$ cat src/rtl/restoring_divider.sv
// Sequential restoring divider: one shift cycle and one trial-subtract cycle per quotient bit.
// Optional signed (two's complement, truncating) mode enabled by defining SIGNED_DIV_EN.
module restoring_divider #(
  parameter int unsigned WIDTH = 8
) (
  input  logic             Clk,
  input  logic             Reset,
  input  logic             Run,
  input  logic             LoadDivisor,
  input  logic [WIDTH-1:0] Din,
  output logic [WIDTH-1:0] Quotient,
  output logic [WIDTH-1:0] Remainder,
  output logic             Busy,
  output logic             Done,
  output logic             DivByZero
);

  localparam int unsigned CNT_W = $clog2(WIDTH + 1);

`ifdef SIGNED_DIV_EN
  typedef enum logic [2:0] {
    S_HOLD, S_LOAD, S_INIT, S_SHIFT, S_SUB, S_FIXUP, S_FINISHED
  } state_t;
`else
  typedef enum logic [2:0] {
    S_HOLD, S_LOAD, S_INIT, S_SHIFT, S_SUB, S_FINISHED
  } state_t;
`endif

  state_t             r_state;
  state_t             w_state_next;
  logic [WIDTH-1:0]   r_d;
  logic [WIDTH-1:0]   r_quo;
  logic [WIDTH:0]     r_rem;
  logic [CNT_W-1:0]   r_cnt;
  logic               r_busy;
  logic               r_done;
  logic               r_dbz;
  logic [WIDTH-1:0]   w_d_abs;
  logic [WIDTH-1:0]   w_din_abs;
  logic [WIDTH:0]     w_trial;
  logic               w_last;

`ifdef SIGNED_DIV_EN
  logic               r_neg_n;
  logic               r_neg_d;
  assign w_d_abs   = r_d[WIDTH-1] ? (~r_d + WIDTH'(1)) : r_d;
  assign w_din_abs = Din[WIDTH-1] ? (~Din + WIDTH'(1)) : Din;
`else
  assign w_d_abs   = r_d;
  assign w_din_abs = Din;
`endif

  assign w_trial = r_rem - {1'b0, w_d_abs};
  assign w_last  = (r_cnt == CNT_W'(WIDTH - 1));

  // State register
  always_ff @(posedge Clk) begin
    if (Reset) r_state <= S_HOLD;
    else       r_state <= w_state_next;
  end

  // Next-state logic
  always_comb begin
    w_state_next = r_state;
    case (r_state)
      S_HOLD: begin
        if (Run)              w_state_next = S_INIT;
        else if (LoadDivisor) w_state_next = S_LOAD;
      end
      S_LOAD:  w_state_next = S_HOLD;
      S_INIT:  w_state_next = (w_d_abs == '0) ? S_FINISHED : S_SHIFT;
      S_SHIFT: w_state_next = S_SUB;
      S_SUB: begin
        if (w_last) begin
`ifdef SIGNED_DIV_EN
          w_state_next = S_FIXUP;
`else
          w_state_next = S_FINISHED;
`endif
        end else begin
          w_state_next = S_SHIFT;
        end
      end
`ifdef SIGNED_DIV_EN
      S_FIXUP: w_state_next = S_FINISHED;
`endif
      S_FINISHED: if (!Run) w_state_next = S_HOLD;
      default:    w_state_next = S_HOLD;
    endcase
  end

  // Datapath and registered status flags (decoded from the next state)
  always_ff @(posedge Clk) begin
    if (Reset) begin
      r_d     <= '0;
      r_quo   <= '0;
      r_rem   <= '0;
      r_cnt   <= '0;
      r_busy  <= 1'b0;
      r_done  <= 1'b0;
      r_dbz   <= 1'b0;
`ifdef SIGNED_DIV_EN
      r_neg_n <= 1'b0;
      r_neg_d <= 1'b0;
`endif
    end else begin
      r_busy <= (w_state_next != S_HOLD) && (w_state_next != S_LOAD) &&
                (w_state_next != S_FINISHED);
      r_done <= (w_state_next == S_FINISHED);
      case (r_state)
        S_LOAD: r_d <= Din;
        S_INIT: begin
          r_cnt <= '0;
`ifdef SIGNED_DIV_EN
          r_neg_n <= Din[WIDTH-1];
          r_neg_d <= r_d[WIDTH-1];
`endif
          if (w_d_abs == '0) begin
            r_quo <= '1;
            r_rem <= {1'b0, Din};
            r_dbz <= 1'b1;
          end else begin
            r_quo <= w_din_abs;
            r_rem <= '0;
            r_dbz <= 1'b0;
          end
        end
        S_SHIFT: begin
          r_rem <= {r_rem[WIDTH-1:0], r_quo[WIDTH-1]};
          r_quo <= {r_quo[WIDTH-2:0], 1'b0};
        end
        S_SUB: begin
          if (!w_trial[WIDTH]) begin
            r_rem    <= w_trial;
            r_quo[0] <= 1'b1;
          end
          r_cnt <= r_cnt + CNT_W'(1);
        end
`ifdef SIGNED_DIV_EN
        S_FIXUP: begin
          if (r_neg_n ^ r_neg_d) r_quo <= ~r_quo + WIDTH'(1);
          if (r_neg_n)           r_rem <= {1'b0, ~r_rem[WIDTH-1:0] + WIDTH'(1)};
        end
`endif
        default: ;
      endcase
    end
  end

  assign Quotient  = r_quo;
  assign Remainder = r_rem[WIDTH-1:0];
  assign Busy      = r_busy;
  assign Done      = r_done;
  assign DivByZero = r_dbz;

endmodule

$ cat config.mk
export PLATFORM = sky130hd
export DESIGN_NAME = restoring_divider
export DESIGN_NICKNAME = d
export VERILOG_FILES = /design/src/rtl/restoring_divider.sv
export SDC_FILE = /design/constraint.sdc
export NUM_CORES = 1
export LEC_CHECK = 0
export ABC_AREA = 1
export ABC_CLOCK_PERIOD_IN_PS = 5200
export CAP_MARGIN = 15
export CORE_ASPECT_RATIO = 0.9
export CORE_UTILIZATION = 55
export CTS_CLUSTER_SIZE = 20
export DETAILED_ROUTE_END_ITERATION = 8
export PLACE_DENSITY = 0.87
export SYNTH_ARGS = -nofsm -noshare
export SYNTH_HDL_FRONTEND = slang
export SYNTH_SLANG_ARGS = --single-unit
$ cat constraint.sdc
create_clock -name Clk -period 5.2 [get_ports Clk]
set_input_delay 0.78 -clock Clk [delete_from_list [all_inputs] [get_ports Clk]]
set_output_delay 0.78 -clock Clk [all_outputs]
set_load 0.005 [all_outputs]
==> results of run 1 <==
[layout make-up]
| cell class | instances | area [sq um] |
|---|---|---|
| fillers | 333 | 1230 |
| repair buffers | 30 | 300 |
| clock inverters | 1 | 5.00 |
| inverters | 51 | 196 |
| well taps | 46 | 57.6 |
| flip-flops and latches | 35 | 701 |
| clock buffers | 7 | 76.3 |
| multi-input cells | 230 | 1220 |
[metrics by stage]
stage	power [mW]	instance area, sq um	setup WS (ns)	utilization	cells
2_1_floorplan	1.41	2230	3.40	-	332
3_3_place_gp	1.65	2470	2.75	0.654	392
3_5_place_dp	1.69	2470	2.74	0.654	392
4_1_cts	1.90	2560	3.05	0.676	400
5_1_grt	2.10	2560	2.80	0.676	400
6_report	1.91	2560	2.98	0.676	400
[worst paths after layout]
check | from | end | slack [ns]
setup / recovery | Reset | r_d[1]$_SDFFE_PP0N_ | 2.98
hold / removal | r_cnt[3]$_SDFFE_PP0P_ | r_cnt[3]$_SDFFE_PP0P_ | 0.47
setup reg to reg | r_rem[0]$_SDFFE_PP0P_ | r_rem[5]$_SDFFE_PP0P_ | 3.06
hold reg to reg | r_cnt[3]$_SDFFE_PP0P_ | r_cnt[3]$_SDFFE_PP0P_ | 0.47
[critical path, cell delays in order]
cell and delay (ns):
clkdlybuf4s50_1 0.88, inv_1 0.45, o21ai_0 0.20, a21oi_1 0.07
[state kept, by name, indices dropped and copies added, names as in the netlist]
name	count
r_rem	9
Quotient	8
r_d	8
r_cnt	4
r_state	3
Busy	1
DivByZero	1
Done	1
[metal layers]
| layer | vias to the layer above | wire length [microns] |
|---|---|---|
| met5 | - | 0 |
| met4 | 0 | 108 |
| met3 | 12 | 441 |
| met2 | 103 | 2380 |
| met1 | 984 | 2370 |
| li1 | 1102 | - |
[kinds of logic (layout without fill, tap and decap cells)]
group	Yosys count	after routing	share of synthesized area
AO/OA/AOI/OAI	50	50	0.129
adder cells (fa/ha/maj)	10	10	0.0596
AND/OR/NAND/NOR	170	170	0.359
buffers and inverters	67	89	0.137
flip-flops	35	35	0.315
[placed cells by master, fill, tap and decap left out, types with 3 or more instances in the layout]
cell,instances
inv_2,4
nand3b_1,3
dfxtp_1,35
ha_1,9
nand2_1,79
clkdlybuf4s50_1,30
inv_1,45
clkbuf_8,5
o21ai_0,19
a31oi_1,8
nand2_4,4
a21oi_1,16
nor2_1,37
nand3_1,35
o211ai_1,5
[where the power goes]
group          internal [mW]  leakage (nW)  total (mW)  switching [mW]
logic                  0.475         0.845        1.26           0.786
clock network         0.0940        0.0422       0.194          0.0997
registers              0.374         0.286       0.456          0.0827
total                  0.943          1.17        1.91           0.969
[Yosys cell counts (2+ instances only)]
| library cell | instances | area share |
|---|---|---|
| nand2_1 | 79 | 0.13 |
| inv_1 | 45 | 0.076 |
| nor2_1 | 37 | 0.062 |
| dfxtp_1 | 35 | 0.31 |
| nand3_1 | 35 | 0.079 |
| o21ai_0 | 19 | 0.043 |
| a21oi_1 | 16 | 0.036 |
| buf_4 | 10 | 0.034 |
| ha_1 | 9 | 0.051 |
| a31oi_1 | 8 | 0.022 |
| o211ai_1 | 5 | 0.017 |
| inv_2 | 4 | 0.0067 |
| nand2_4 | 4 | 0.020 |
| buf_2 | 3 | 0.0067 |
| nand3b_1 | 3 | 0.010 |
| clkbuf_1 | 2 | 0.0034 |
| inv_4 | 2 | 0.0056 |
| nand2_2 | 2 | 0.0056 |
| nand4_1 | 2 | 0.0056 |
| nor2_8 | 2 | 0.018 |
==> run metrics, run 1 <==
outcome=finished, final reports clean; min Tclk post-route=2.22 ns; setup TNS=0 ns; IO buf count=30; Slew Limit Fails=0; number of synthesized flops with an enable pin=0; largest net degree at the start of global routing=20; peak supply drop=0.000385 V; CP startpoint kind=primary input; Leak=1.17 nW; endpoints failing setup=0; CTS tree=built; Hold Fails Final Rpt=0; dominant synthesized flop cell=dfxtp_1; clk_lat worst skew=0.29 ns; Cell Rows=21; synth-to-layout area growth=14.8%; ys async rst share=0; post-synth net total=354; PwrDens=748 mW/mm^2; die height=62.4 microns; vias in the first global route=1880; number of antenna diodes=0; Hold WC Path Type=flip-flop to flip-flop; Min-Delay Path Depth=2; Top-Level Pins=31; kind of critical path=primary input to flip-flop; FMAX=450 MHz; hold_buf cts=0; Core Region=0.00378 sq mm; M2 GR Usage=0.390; CTS H-tree depth=2; drt pass-1 iters=5; Clock Path Buffers=2; final hold slack=0.470 ns; routability cong.=0.836; Critical Path AT=2.39 ns; worst reg2reg path depth=13; routed len/inst=13.2 microns; Via Count=2201; register area share after synthesis=0.315; Chip Width=69.1 microns; synth unique cells=30; # clock sinks=35; first-pass GRT wire length=8740 microns; Mapped Cells=332; unrepaired setup endpoints after global routing=no; met3 Use GR=0.0471; DR iter-0 viols=271; post-CTS setup buffer count=0; Mean Syn Cell Area=6.70 sq um; gr busiest metal=met2; Worst-Margin Slew=0.649 ns; GRT Util Overall=0.253; YS warnings=0; HPWL Detailed=3760 microns; crit path max fanout=19; initial antenna violation count=0; clk root buf=clkbuf_8; PostCTS Resize Cnt=0; #FFs+latches synth=35; post-route antenna net violation count=0; CP Capture Type=flip-flop; Clk pin slew, worst setup/hold paths=0.07 ns; total CTS buffers=5; layout cells sized above 1=0.0706; Final nets=375; total of max-cap violations=0; mean number of vias per cell=5.50; die area=0.00431 sq mm; Crit path required time=5.36 ns; Relative slew margins=0.566; Overflow after GRT=0; Fin Clk Skew=0.00919 ns; Routed Wire Length=5290 microns; final critical-path share of the clock period=0.427; DRC viols=0; post-synth design cell area=0.00223 sq mm; initial core utilization=0.588; met1 usage=0.350
No activity file was read; power rests on OpenSTA's default activity.
==> run 2, diff against run 1 <==
--- a/config.mk
+++ b/config.mk
@@ -6,13 +6,13 @@
 export NUM_CORES = 1
 export LEC_CHECK = 0
 export ABC_AREA = 1
-export ABC_CLOCK_PERIOD_IN_PS = 5200
+export ABC_CLOCK_PERIOD_IN_PS = 2000
 export CAP_MARGIN = 15
 export CORE_ASPECT_RATIO = 0.9
-export CORE_UTILIZATION = 55
+export CORE_UTILIZATION = 49
 export CTS_CLUSTER_SIZE = 20
 export DETAILED_ROUTE_END_ITERATION = 8
-export PLACE_DENSITY = 0.87
+export PLACE_DENSITY = 0.83
 export SYNTH_ARGS = -nofsm -noshare
 export SYNTH_HDL_FRONTEND = slang
 export SYNTH_SLANG_ARGS = --single-unit
==> constraint.sdc (replaced) <==
create_clock -name Clk -period 2 [get_ports Clk]
set_input_delay 0.3 -clock Clk [delete_from_list [all_inputs] [get_ports Clk]]
set_output_delay 0.3 -clock Clk [all_outputs]
set_load 0.005 [all_outputs]
==> run 2 against run 1 <==
Core utilization decreased by 1.7 points. Clock skew is essentially flat. Hold slack lost 0.0026 ns.
==> run metrics, run 2 (same netlist as run 1, synthesis figures left out) <==
outcome=finished, final reports clean; Final nets=379 (+1.1%); Fin Clk Skew=0.00937 ns (+0.000174 ns); total CTS buffers=5 (unchanged); endpoints failing setup=0 (unchanged); Critical Path AT=2.16 ns (-0.23 ns); routed len/inst=14.2 microns (+7.4%); CP startpoint kind=flip-flop; sequential cell area=702 sq um (+0.18%); Clk pin slew, worst setup/hold paths=0.08 ns (about the same); Worst-Margin Slew=0.592 ns (-0.0567 ns); Chip Width=73.0 microns (+5.8%); M2 GR Usage=0.409 (+0.0190); most frequent cells in the layout=nand2_1 (74), inv_1 (43), dfxtp_1 (34); Crit path required time=2.19 ns (-3.17 ns); drt pass-1 iters=5 (unchanged); final critical-path share of the clock period=0.982; post-route antenna net violation count=0 (unchanged); max reg flops=9 (unchanged); CP cell instances=inv_2 > ha_2 > fa_2 > inv_2 > nand2_2 > nand2_4 > nand3_4 > nand2_4 > nand2_2 > nand3_4 > nand2_4 > nor2_1 > nor2_1; delay-heaviest family, CP=simple AND/OR/NAND/NOR gates; clk root buf=clkbuf_8; CTS H-tree depth=2 (unchanged); CP Capture Type=flip-flop; worst path bufs/invs=2 (unchanged); Relative slew margins=0.605 (+0.0387); Top-Level Pins=31 (unchanged); Overflow after GRT=0 (unchanged); Cell Rows=22 (+4.8%); Core Region=0.00421 sq mm (+11%); DR iter-0 viols=178 (-34%); Clock Path Buffers=2 (unchanged); clk_lat worst skew=0.29 ns (about the same); IO buf count=30 (unchanged); HPWL Detailed=3910 microns (+4.1%); CP max stage delay=0.37 ns (-0.51 ns); setup ws final=0.0355 ns (-2.94 ns); crit path max fanout=5 (-14); Hold Fails Final Rpt=0 (unchanged); leading cell type in the layout, fill and taps excluded=nand2_1; synth-to-layout area growth=24.6%; multi-input logic area=0.00135 sq mm (+11%); GRT Util Overall=0.251 (-0.00239); Routed Wire Length=5940 microns (+12%); CTS tree=built; Crit-path slowest cell=dfxtp_2; met3 Use GR=0.0564 (+0.00932); initial core utilization=0.529 (-0.0598); initial antenna violation count=0 (unchanged); layout cells sized above 1=0.142 (+0.0718); Slew Limit Fails=0 (unchanged); FMAX=509 MHz; DRC viols=0 (unchanged); min Tclk post-route=1.96 ns; total of max-cap violations=0 (unchanged); met1 usage=0.325 (-0.0250); fillers=374 (+12%); largest reg by FF count=r_rem; Via Count=2263 (+2.8%); die area=0.00482 sq mm (+12%); # clock sinks=35 (unchanged); number of antenna diodes=0 (unchanged); routability cong.=0.901 (+7.8%); dpl ws=-0.0339 ns (-2.77 ns); setup TNS=0 ns (unchanged); Hold WC Path Type=flip-flop to flip-flop; die height=65.9 microns (+5.8%); kind of critical path=flip-flop to flip-flop; first-pass GRT wire length=9160 microns (+4.9%); final hold slack=0.467 ns (-0.00261 ns); vias in the first global route=2023 (+7.6%); critical path's most frequent cell=nand2_4; largest net degree at the start of global routing=20 (unchanged); gr busiest metal=met2; mean number of vias per cell=5.41 (-1.6%)
[run 2: changes by cell type in the layout (fill, tap and decap cells not counted), sizes merged]
| cell | change |
|---|---|
| clkinvlp | +1 |
| nand2 | +1 |
| bufinv | +2 |
| buf | +2 |
| clkbuf | -2 |
| clkinv | -1 |
| nand3 | +1 |
[run 2: repair_timing]
action	4_1_cts	5_1_grt
pin swaps	0	8
hold buffers	0	0
gates resized for setup	5	25
cloned	0	2
endpoints found under the setup margin	10	10
buffers inserted	0	1
[run 2: worst register-to-register path: stages (launching register included)]
cell	delay (ns)
dfxtp_2	0.37
inv_2	0.06
ha_2	0.20
fa_2	0.35
inv_2	0.08
nand2_2	0.07
nand2_4	0.10
nand3_4	0.11
nand2_4	0.10
nand2_2	0.06
nand3_4	0.12
nand2_4	0.10
nor2_1	0.11
nor2_1	0.06
[run 2: area by class of cell]
class / instances / area share
multi-input combinational: 232 / 0.486
sequential: 35 / 0.253
timing repair buffer: 32 / 0.114
inverter: 51 / 0.0708
tap: 60 / 0.0271
clock buffer: 5 / 0.0248
clock inverter: 3 / 0.0244
[run 2: final timing paths]
check                                           start                    end  slack (ns)  depth (start not counted)
worst max-delay path            r_rem[0]$_SDFFE_PP0P_  r_rem[8]$_SDFFE_PP0P_        0.04                         13
worst min-delay path            r_cnt[3]$_SDFFE_PP0P_  r_cnt[3]$_SDFFE_PP0P_        0.47                          2
worst max register to register  r_rem[0]$_SDFFE_PP0P_  r_rem[8]$_SDFFE_PP0P_        0.04                         13
worst min register to register  r_cnt[3]$_SDFFE_PP0P_  r_cnt[3]$_SDFFE_PP0P_        0.47                          2
[run 2: per-stage QoR]
stage	instance area, sq um	util	std cells
after global placement	2500	0.594	407
after global routing	2770	0.659	418
after CTS	2650	0.630	415
after detailed placement	2500	0.594	407
after floorplan	2230	-	332
final	2770	0.659	418
[run 2: routing by layer]
| metal | vias to the layer above | share of wire |
|---|---|---|
| met1 | 1019 | 0.45 |
| met4 | 0 | 0.014 |
| met2 | 115 | 0.47 |
| met5 | - | 0 |
| li1 | 1120 | - |
| met3 | 9 | 0.070 |
Power of run 2 is not shown: default switching activity piles up to over one toggle a cycle in this logic, so the estimate is an artifact.
